--- config.mk ---
export PLATFORM = sky130hd
export DESIGN_NAME = muldiv_unit
export DESIGN_NICKNAME = d
export VERILOG_FILES = /design/src/rtl/muldiv_unit.sv
export SDC_FILE = /design/constraint.sdc
export NUM_CORES = 1
export LEC_CHECK = 0
export CAP_MARGIN = 20
export CORE_UTILIZATION = 50
export DETAILED_ROUTE_END_ITERATION = 6
export PLACE_DENSITY = 0.76
export SETUP_SLACK_MARGIN = 0.2
export SLEW_MARGIN = 20
export SYNTH_ARGS = -nofsm -noshare
export SYNTH_HDL_FRONTEND = slang
export SYNTH_SLANG_ARGS = --single-unit
export TNS_END_PERCENT = 20
--- constraint.sdc ---
create_clock -name clk_i -period 6.7 [get_ports clk_i]
set_clock_uncertainty 0.1 [all_clocks]
set_input_delay 2.01 -clock clk_i [delete_from_list [all_inputs] [get_ports clk_i]]
set_output_delay 2.01 -clock clk_i [all_outputs]
set_load 0.1 [all_outputs]
--- src/rtl/muldiv_unit.sv ---
// Iterative multiply/divide unit with HI/LO result registers.
// One radix-2 step per cycle: shift-add for multiply, restoring shift-subtract
// for divide. Signs are stripped on entry and the result is fixed up in FIX.
module muldiv_unit #(
  parameter int WIDTH = 32
) (
  input  logic             clk_i,
  input  logic             rst_i,
  input  logic             start_i,
  input  logic [1:0]       op_i,
  input  logic [WIDTH-1:0] a_i,
  input  logic [WIDTH-1:0] b_i,
  input  logic             hi_we_i,
  input  logic             lo_we_i,
  input  logic [WIDTH-1:0] wdata_i,
  output logic             busy_o,
  output logic             done_o,
  output logic             div_by_zero_o,
  output logic [WIDTH-1:0] hi_o,
  output logic [WIDTH-1:0] lo_o
);

  localparam int CW = $clog2(WIDTH);

  typedef enum logic [1:0] {
    IDLE = 2'd0,
    RUN  = 2'd1,
    FIX  = 2'd2
  } state_t;

  state_t             state_q;
  logic [CW-1:0]      cnt_q;
  logic               is_div_q;
  logic               neg_res_q;
  logic               neg_rem_q;
  logic               dbz_q;
  logic [WIDTH-1:0]   mag_b_q;
  // Multiply: {partial product, remaining multiplier bits}.
  // Divide:   {partial remainder, dividend bits shifting into quotient}.
  logic [2*WIDTH-1:0] acc_q;
  logic [WIDTH-1:0]   hi_q;
  logic [WIDTH-1:0]   lo_q;
  logic               busy_q;
  logic               done_q;
  logic               dbz_out_q;

  logic               signed_op;
  logic               a_neg;
  logic               b_neg;
  logic [WIDTH-1:0]   mag_a_d;
  logic [WIDTH-1:0]   mag_b_d;

  assign signed_op = ~op_i[0];
  assign a_neg     = signed_op & a_i[WIDTH-1];
  assign b_neg     = signed_op & b_i[WIDTH-1];
  assign mag_a_d   = a_neg ? -a_i : a_i;
  assign mag_b_d   = b_neg ? -b_i : b_i;

  logic [WIDTH:0]     mul_sum;
  logic [WIDTH:0]     div_shift;
  logic [WIDTH:0]     div_diff;
  logic [2*WIDTH-1:0] acc_d;
  logic [2*WIDTH-1:0] prod_fix;
  logic [WIDTH-1:0]   quot_fix;
  logic [WIDTH-1:0]   rem_fix;
  logic [WIDTH-1:0]   hi_d;
  logic [WIDTH-1:0]   lo_d;

  // Next accumulator for one RUN step, and the sign-corrected result for FIX.
  always_comb begin
    mul_sum   = {1'b0, acc_q[2*WIDTH-1:WIDTH]} + (acc_q[0] ? {1'b0, mag_b_q} : '0);
    div_shift = acc_q[2*WIDTH-1:WIDTH-1];
    div_diff  = div_shift - {1'b0, mag_b_q};
    if (!is_div_q) begin
      acc_d = {mul_sum, acc_q[WIDTH-1:1]};
    end else if (!div_diff[WIDTH]) begin
      acc_d = {div_diff[WIDTH-1:0], acc_q[WIDTH-2:0], 1'b1};
    end else begin
      acc_d = {div_shift[WIDTH-1:0], acc_q[WIDTH-2:0], 1'b0};
    end

    prod_fix = neg_res_q ? -acc_q : acc_q;
    quot_fix = neg_res_q ? -acc_q[WIDTH-1:0] : acc_q[WIDTH-1:0];
    rem_fix  = neg_rem_q ? -acc_q[2*WIDTH-1:WIDTH] : acc_q[2*WIDTH-1:WIDTH];
    if (!is_div_q) begin
      hi_d = prod_fix[2*WIDTH-1:WIDTH];
      lo_d = prod_fix[WIDTH-1:0];
    end else begin
      // A zero divisor leaves the dividend magnitude in the remainder, so the
      // sign fix already restores HI = a; only LO needs forcing.
      hi_d = rem_fix;
      lo_d = dbz_q ? '1 : quot_fix;
    end
  end

  // Control FSM, datapath registers and registered outputs.
  always_ff @(posedge clk_i or posedge rst_i) begin
    if (rst_i) begin
      state_q   <= IDLE;
      cnt_q     <= '0;
      is_div_q  <= 1'b0;
      neg_res_q <= 1'b0;
      neg_rem_q <= 1'b0;
      dbz_q     <= 1'b0;
      mag_b_q   <= '0;
      acc_q     <= '0;
      hi_q      <= '0;
      lo_q      <= '0;
      busy_q    <= 1'b0;
      done_q    <= 1'b0;
      dbz_out_q <= 1'b0;
    end else begin
      done_q    <= 1'b0;
      dbz_out_q <= 1'b0;
      case (state_q)
        IDLE: begin
          if (hi_we_i) hi_q <= wdata_i;
          if (lo_we_i) lo_q <= wdata_i;
          if (start_i) begin
            is_div_q  <= op_i[1];
            neg_res_q <= a_neg ^ b_neg;
            neg_rem_q <= a_neg;
            dbz_q     <= op_i[1] & (b_i == '0);
            mag_b_q   <= mag_b_d;
            acc_q     <= {{WIDTH{1'b0}}, mag_a_d};
            cnt_q     <= '0;
            busy_q    <= 1'b1;
            state_q   <= RUN;
          end
        end
        RUN: begin
          acc_q <= acc_d;
          cnt_q <= cnt_q + 1'b1;
          if (cnt_q == CW'(WIDTH - 1)) state_q <= FIX;
        end
        FIX: begin
          hi_q      <= hi_d;
          lo_q      <= lo_d;
          done_q    <= 1'b1;
          dbz_out_q <= dbz_q;
          busy_q    <= 1'b0;
          state_q   <= IDLE;
        end
        default: begin
          busy_q  <= 1'b0;
          state_q <= IDLE;
        end
      endcase
    end
  end

  assign busy_o        = busy_q;
  assign done_o        = done_q;
  assign div_by_zero_o = dbz_out_q;
  assign hi_o          = hi_q;
  assign lo_o          = lo_q;

endmodule

* Yosys cells after proc, flatten, opt, wreduce, memory -nomap -nowiden
Index checks and enable logic that the tools add are counted.
** Operators by class
- $lt $le $gt $ge :: 0
- Add/sub/neg operators :: 8
- Shift-type cells :: 0
- Bitwise gates (word level) :: 6
- Multipliers :: 0
- Equality and inequality tests :: 7
- Mux-type cells :: 26
- Div/mod/pow operators :: 0
- Reductions and logical operators :: 10
** Operators with widths (count)
- 2-to-1 mux 32 bit :: 10
- 2-to-1 mux 64 bit :: 4
- negator 32 bit :: 4
- one-hot mux 32 bit (2 select lines) :: 2
- one-hot mux 64 bit (2 select lines) :: 1
- negator 64 bit :: 1
- adder 32 x 32 -> 33 bit :: 1
- subtractor 33 x 32 -> 33 bit :: 1
- logical NOT 32 bit :: 1
- AND reduction 2 bit :: 6
- one-hot mux 5 bit (2 select lines) :: 1
- != test 2 bit, second input constant :: 4
- adder 5 x 1 -> 5 bit, second input constant :: 1
- equality test 5 bit, second input constant :: 1
- 2-to-1 mux 5 bit :: 1
- 2-to-1 mux 2 bit :: 2
- one-hot mux 2 bit (2 select lines) :: 1
- nonzero test 2 bit :: 2
- AND 1 bit :: 3
- 2-to-1 mux 1 bit :: 3
- equality test 2 x 1 -> 1 bit, second input constant :: 1
- equality test 2 bit, second input constant :: 1
- logical NOT 2 bit :: 1
- inverter 1 bit :: 2
- 2 further kinds :: 2
** Word-level totals
- Word-level logic and storage cells :: 70
- Latch bits :: 0
- Bits of input ports :: 103
- Memory bits (writable) :: 0
- Output and inout bits :: 67
- Bits in registers :: 174
- ROM bits :: 0
- Memories :: 0

* Logic depth before layout (Yosys ltp)
- Word-level depth :: 5
- Mapped depth :: 14
- Mapped depth without buffers :: 14

* Worst setup path after synthesis
Ideal clock, no wire load.
- Kind :: input-to-reg
- Start :: input a_i[5]
- End :: register acc_q[30]
- Path buffers :: 0
- Setup time :: 133 ps
- Stages :: 10
- Arrival time :: 4137 ps
- Slack :: 2330 ps
- Path through :: nor4_1 -> nand2_1 -> or4_1 -> nor4_2 -> a21oi_1 -> a21oi_1 -> o21ai_0 -> xor2_1 -> a21oi_1 -> o21ai_0
** On the way
- Longest elaborated chain between the ends :: 4
** Ends and longest elaborated chain
- start: declaration :: line 11 : input logic [WIDTH-1:0] a_i,
- negator 32 bit :: line 56 : assign mag_a_d = a_neg ? -a_i : a_i;
- 2-to-1 mux 32 bit :: line 56
- 2-to-1 mux 64 bit :: line 119 : if (start_i) begin
- one-hot mux 64 bit (2 select lines) :: line 115 : case (state_q)
- end signal: assignment :: line 125 : acc_q <= {{WIDTH{1'b0}}, mag_a_d};
- end: declaration :: line 40 : logic [2*WIDTH-1:0] acc_q;
Every way passes these cells. The select of a mux whose other input is x is not followed.
A chain may end at the register's enable or synchronous reset.

* Final worst setup path
- Start :: input a_i[3]
- End :: register acc_q[30]
The elaborated chain is that of the path after synthesis.

==> results.sh <==
export IMPL_status="completed"
export IMPL_max_freq_mhz=203
export IMPL_worstMarginPinSlew_ns=1.03
export IMPL_ys_types=79
export IMPL_crit_chain="clkdlybuf4s50_1, nor4_1, nand2_1, or4_1, nor4_2, a21oi_1, a21oi_1, o21ai_0, xor2_1, a21oi_1, o21ai_0"
export IMPL_grt_pass1_vias=12400
export IMPL_vias=13400
export IMPL_area_growth_pct=17.9
export IMPL_setup_slack_ns=1.77
export IMPL_drt_wl_total_microns=42300
export IMPL_cpPeakStageDelay_ns=0.54
export IMPL_synth_seq_cells=174
export IMPL_grt_max_degree=175
export IMPL_cts_hold_buf=0
export IMPL_htree_levels=4
export IMPL_first_iter_violations=1393
export IMPL_synth_edf_count=0
export IMPL_post_cts_buffers=0
export IMPL_wire_per_inst_microns=19.0
export IMPL_ios=170
export IMPL_numClockSinks=174
export IMPL_dr_pass1_iters=7
export IMPL_synth_seq_area_share_pct=31.3
export IMPL_path_class="input port to flop"
export IMPL_cts_buffers=17
export IMPL_start_kind="input port"
export IMPL_relSlewSlack_pct=30.5
export IMPL_worst_path_buf_inv=1
export IMPL_start_util_pct=51.3
export IMPL_antenna_found_initial=0
export IMPL_preCtsSetupSlack_ns=1.37
export IMPL_worstPathArrival_ns=5.13
export IMPL_synthArstFlopShare_pct=100
export IMPL_core_area_sq_mm=0.0272
export IMPL_clock_tree_root_cell="clkbuf_16"
export IMPL_drive_above_1_share_pct=4.47
export IMPL_maxCapViolations=0
export IMPL_period_share_pct=73.5
export IMPL_via_per_inst=6.00
export IMPL_path_delay_family="simple AND/OR/NAND/NOR gates"
export IMPL_fin_nets=2020
export IMPL_synth_warnings=0
export IMPL_drc=0
export IMPL_grt_pass1_wl_microns=67200
export IMPL_syn_avg_cell_area_sq_um=8.02
export IMPL_syn_nets=1912
export IMPL_rsz0062_at_grt="no"
export IMPL_num_rows=60
export IMPL_ant_nets=0
export IMPL_yosysTopAreaCell="dfrtp_1"
export IMPL_n_antenna_cell=0
export IMPL_cts_tree="yes"
export IMPL_place_port_buffers=169
export IMPL_worstPathMaxFanout=5
export IMPL_synthTopCellsByArea="dfrtp_1 (31%), o21ai_0 (8.4%), ha_1 (6.3%), xnor2_1 (6.2%), nand2_1 (6.0%)"
export IMPL_hold_path_class="flop to flop"
export IMPL_hold_viol_final=0
export IMPL_die_h_microns=169
export IMPL_required_ns=6.90
export IMPL_tns_ns=0
export IMPL_grt_overflow_total=0
export IMPL_synth_top_cell_area_share_pct=31.3
export IMPL_grt_use_total_pct=29.9
export IMPL_syn_inst=1737
export IMPL_dieArea_sq_mm=0.0285
export IMPL_gp_congestion=0.924
export IMPL_finalMaxSlewViolations=0
export IMPL_cp_slowest_cell="or4_1"
export IMPL_die_w_microns=169
export IMPL_clock_latency_ns=0.45
export IMPL_period_minus_slack_ns=4.93
export IMPL_path_common_cell="a21oi_1"
export IMPL_cp_end_kind="flop"
export IMPL_clk_pin_slew_ns=0.09
export IMPL_hpwl_microns=31700
export IMPL_synthFlopType="dfrtp_1"
export IMPL_syn_area_sq_mm=0.0139
export IMPL_setup_viol=0
export IMPL_cts_resized=0
export IMPL_clockBufferDepth=2
==> tightest hold or removal path: cells and delay by family, from the launching register on <==
kind	cells	cell delay, ns
simple gates	1	0.04
compound gates	1	0.06
flops	1	0.35
==> cells in the final DEF (no fill, tap or decap), types with 7 or more instances in the layout <==
cell type / n
xor2_1: 70
and3_1: 22
nand2b_1: 19
o41ai_1: 10
and2_1: 16
o21bai_1: 8
nand3_1: 17
mux2i_1: 48
clkbuf_16: 17
a21o_1: 26
or3_1: 17
a21oi_1: 136
nor4_1: 15
nor2b_1: 12
buf_4: 12
nor2_1: 117
o21ai_0: 233
o21a_1: 10
a211oi_1: 7
o22ai_1: 38
ha_1: 70
nor3_1: 21
a22oi_1: 14
xnor2_1: 99
o211ai_1: 14
o221ai_1: 7
a31oi_1: 15
o31ai_1: 24
clkdlybuf4s50_1: 169
inv_1: 60
nand2_1: 220
dfrtp_1: 173
or4_1: 9
==> flip-flops by register name, summed over array words and instances (netlist names), 2 cells and up <==
register and flops:
cnt_q 5, state_q 2, hi_o 32, acc_q 64, mag_b_q 32, lo_o 32
==> path summary, 6_finish.rpt <==
| kind | slack (ns) | startpoint | endpoint | cells after the start |
|---|---|---|---|---|
| max reg2reg | 2.29 | acc_q[0] | acc_q[60] | 14 |
| max | 1.77 | a_i[3] | acc_q[30] | 11 |
| min | 0.38 | mag_b_q[4] | mag_b_q[4] | 2 |
| min reg2reg | 0.38 | mag_b_q[4] | mag_b_q[4] | 2 |
| min in group asynchronous | 2.06 | rst_i | acc_q[40] | 3 |
| max in group asynchronous | 3.63 | rst_i | is_div_q | 3 |
==> cells by family (layout without fill, tap and decap cells) <==
group / after synthesis / after routing / synth area share (%)
buffers and inverters: 157 / 278 / 4.68
DFF: 174 / 174 / 31.3
adders and majority gates: 72 / 72 / 6.58
xor gates and xnor gates: 170 / 170 / 10.7
AOI/OAI and AO/OA: 583 / 583 / 24.8
and+or+nand+nor: 533 / 533 / 18.5
muxes: 48 / 48 / 3.45
==> cell type report <==
class / instances / area, sq um
flip-flops and latches: 174 / 4360
multi-input cells: 1406 / 8950
clock inverters: 15 / 161
well taps: 372 / 465
clock buffers: 17 / 425
fillers: 2437 / 10800
inverters: 63 / 240
repair buffers: 183 / 1820
==> synthesized netlist by cell type, types with 17 or more instances <==
cell,instances
and3_1,22
dfrtp_1,174
inv_1,61
ha_1,70
o21ai_0,233
a21oi_1,136
a21o_1,26
nand2b_1,20
xor2_1,70
nand2_1,221
nor2_1,117
nor3_1,21
clkbuf_1,82
or3_1,17
nand3_1,17
xnor2_1,99
o31ai_1,24
o22ai_1,38
mux2i_1,48
==> metal layers <==
layer | up-vias | global-route usage [%] | wire length [microns]
met4 | 0 | 9.25 | 880
met5 | - | 0 | 0
met1 | 6282 | 43.5 | 19400
met3 | 55 | 3.97 | 3540
li1 | 6456 | - | -
met2 | 581 | 46.0 | 18400
==> metrics by stage <==
step	instances	area, sq um	utilization, %	hold WS (ns)
6_report	2230	16400	60.4	0.383
5_1_grt	2230	16400	60.4	0.409
4_1_cts	2229	16400	60.3	0.387
3_5_place_dp	2197	15800	58.2	0.370
3_3_place_gp	2197	15800	58.2	0.363
2_1_floorplan	1737	13900	-	0.350
Power is not shown: default switching activity piles up to over one toggle a cycle in this logic, so the estimate is an artifact.
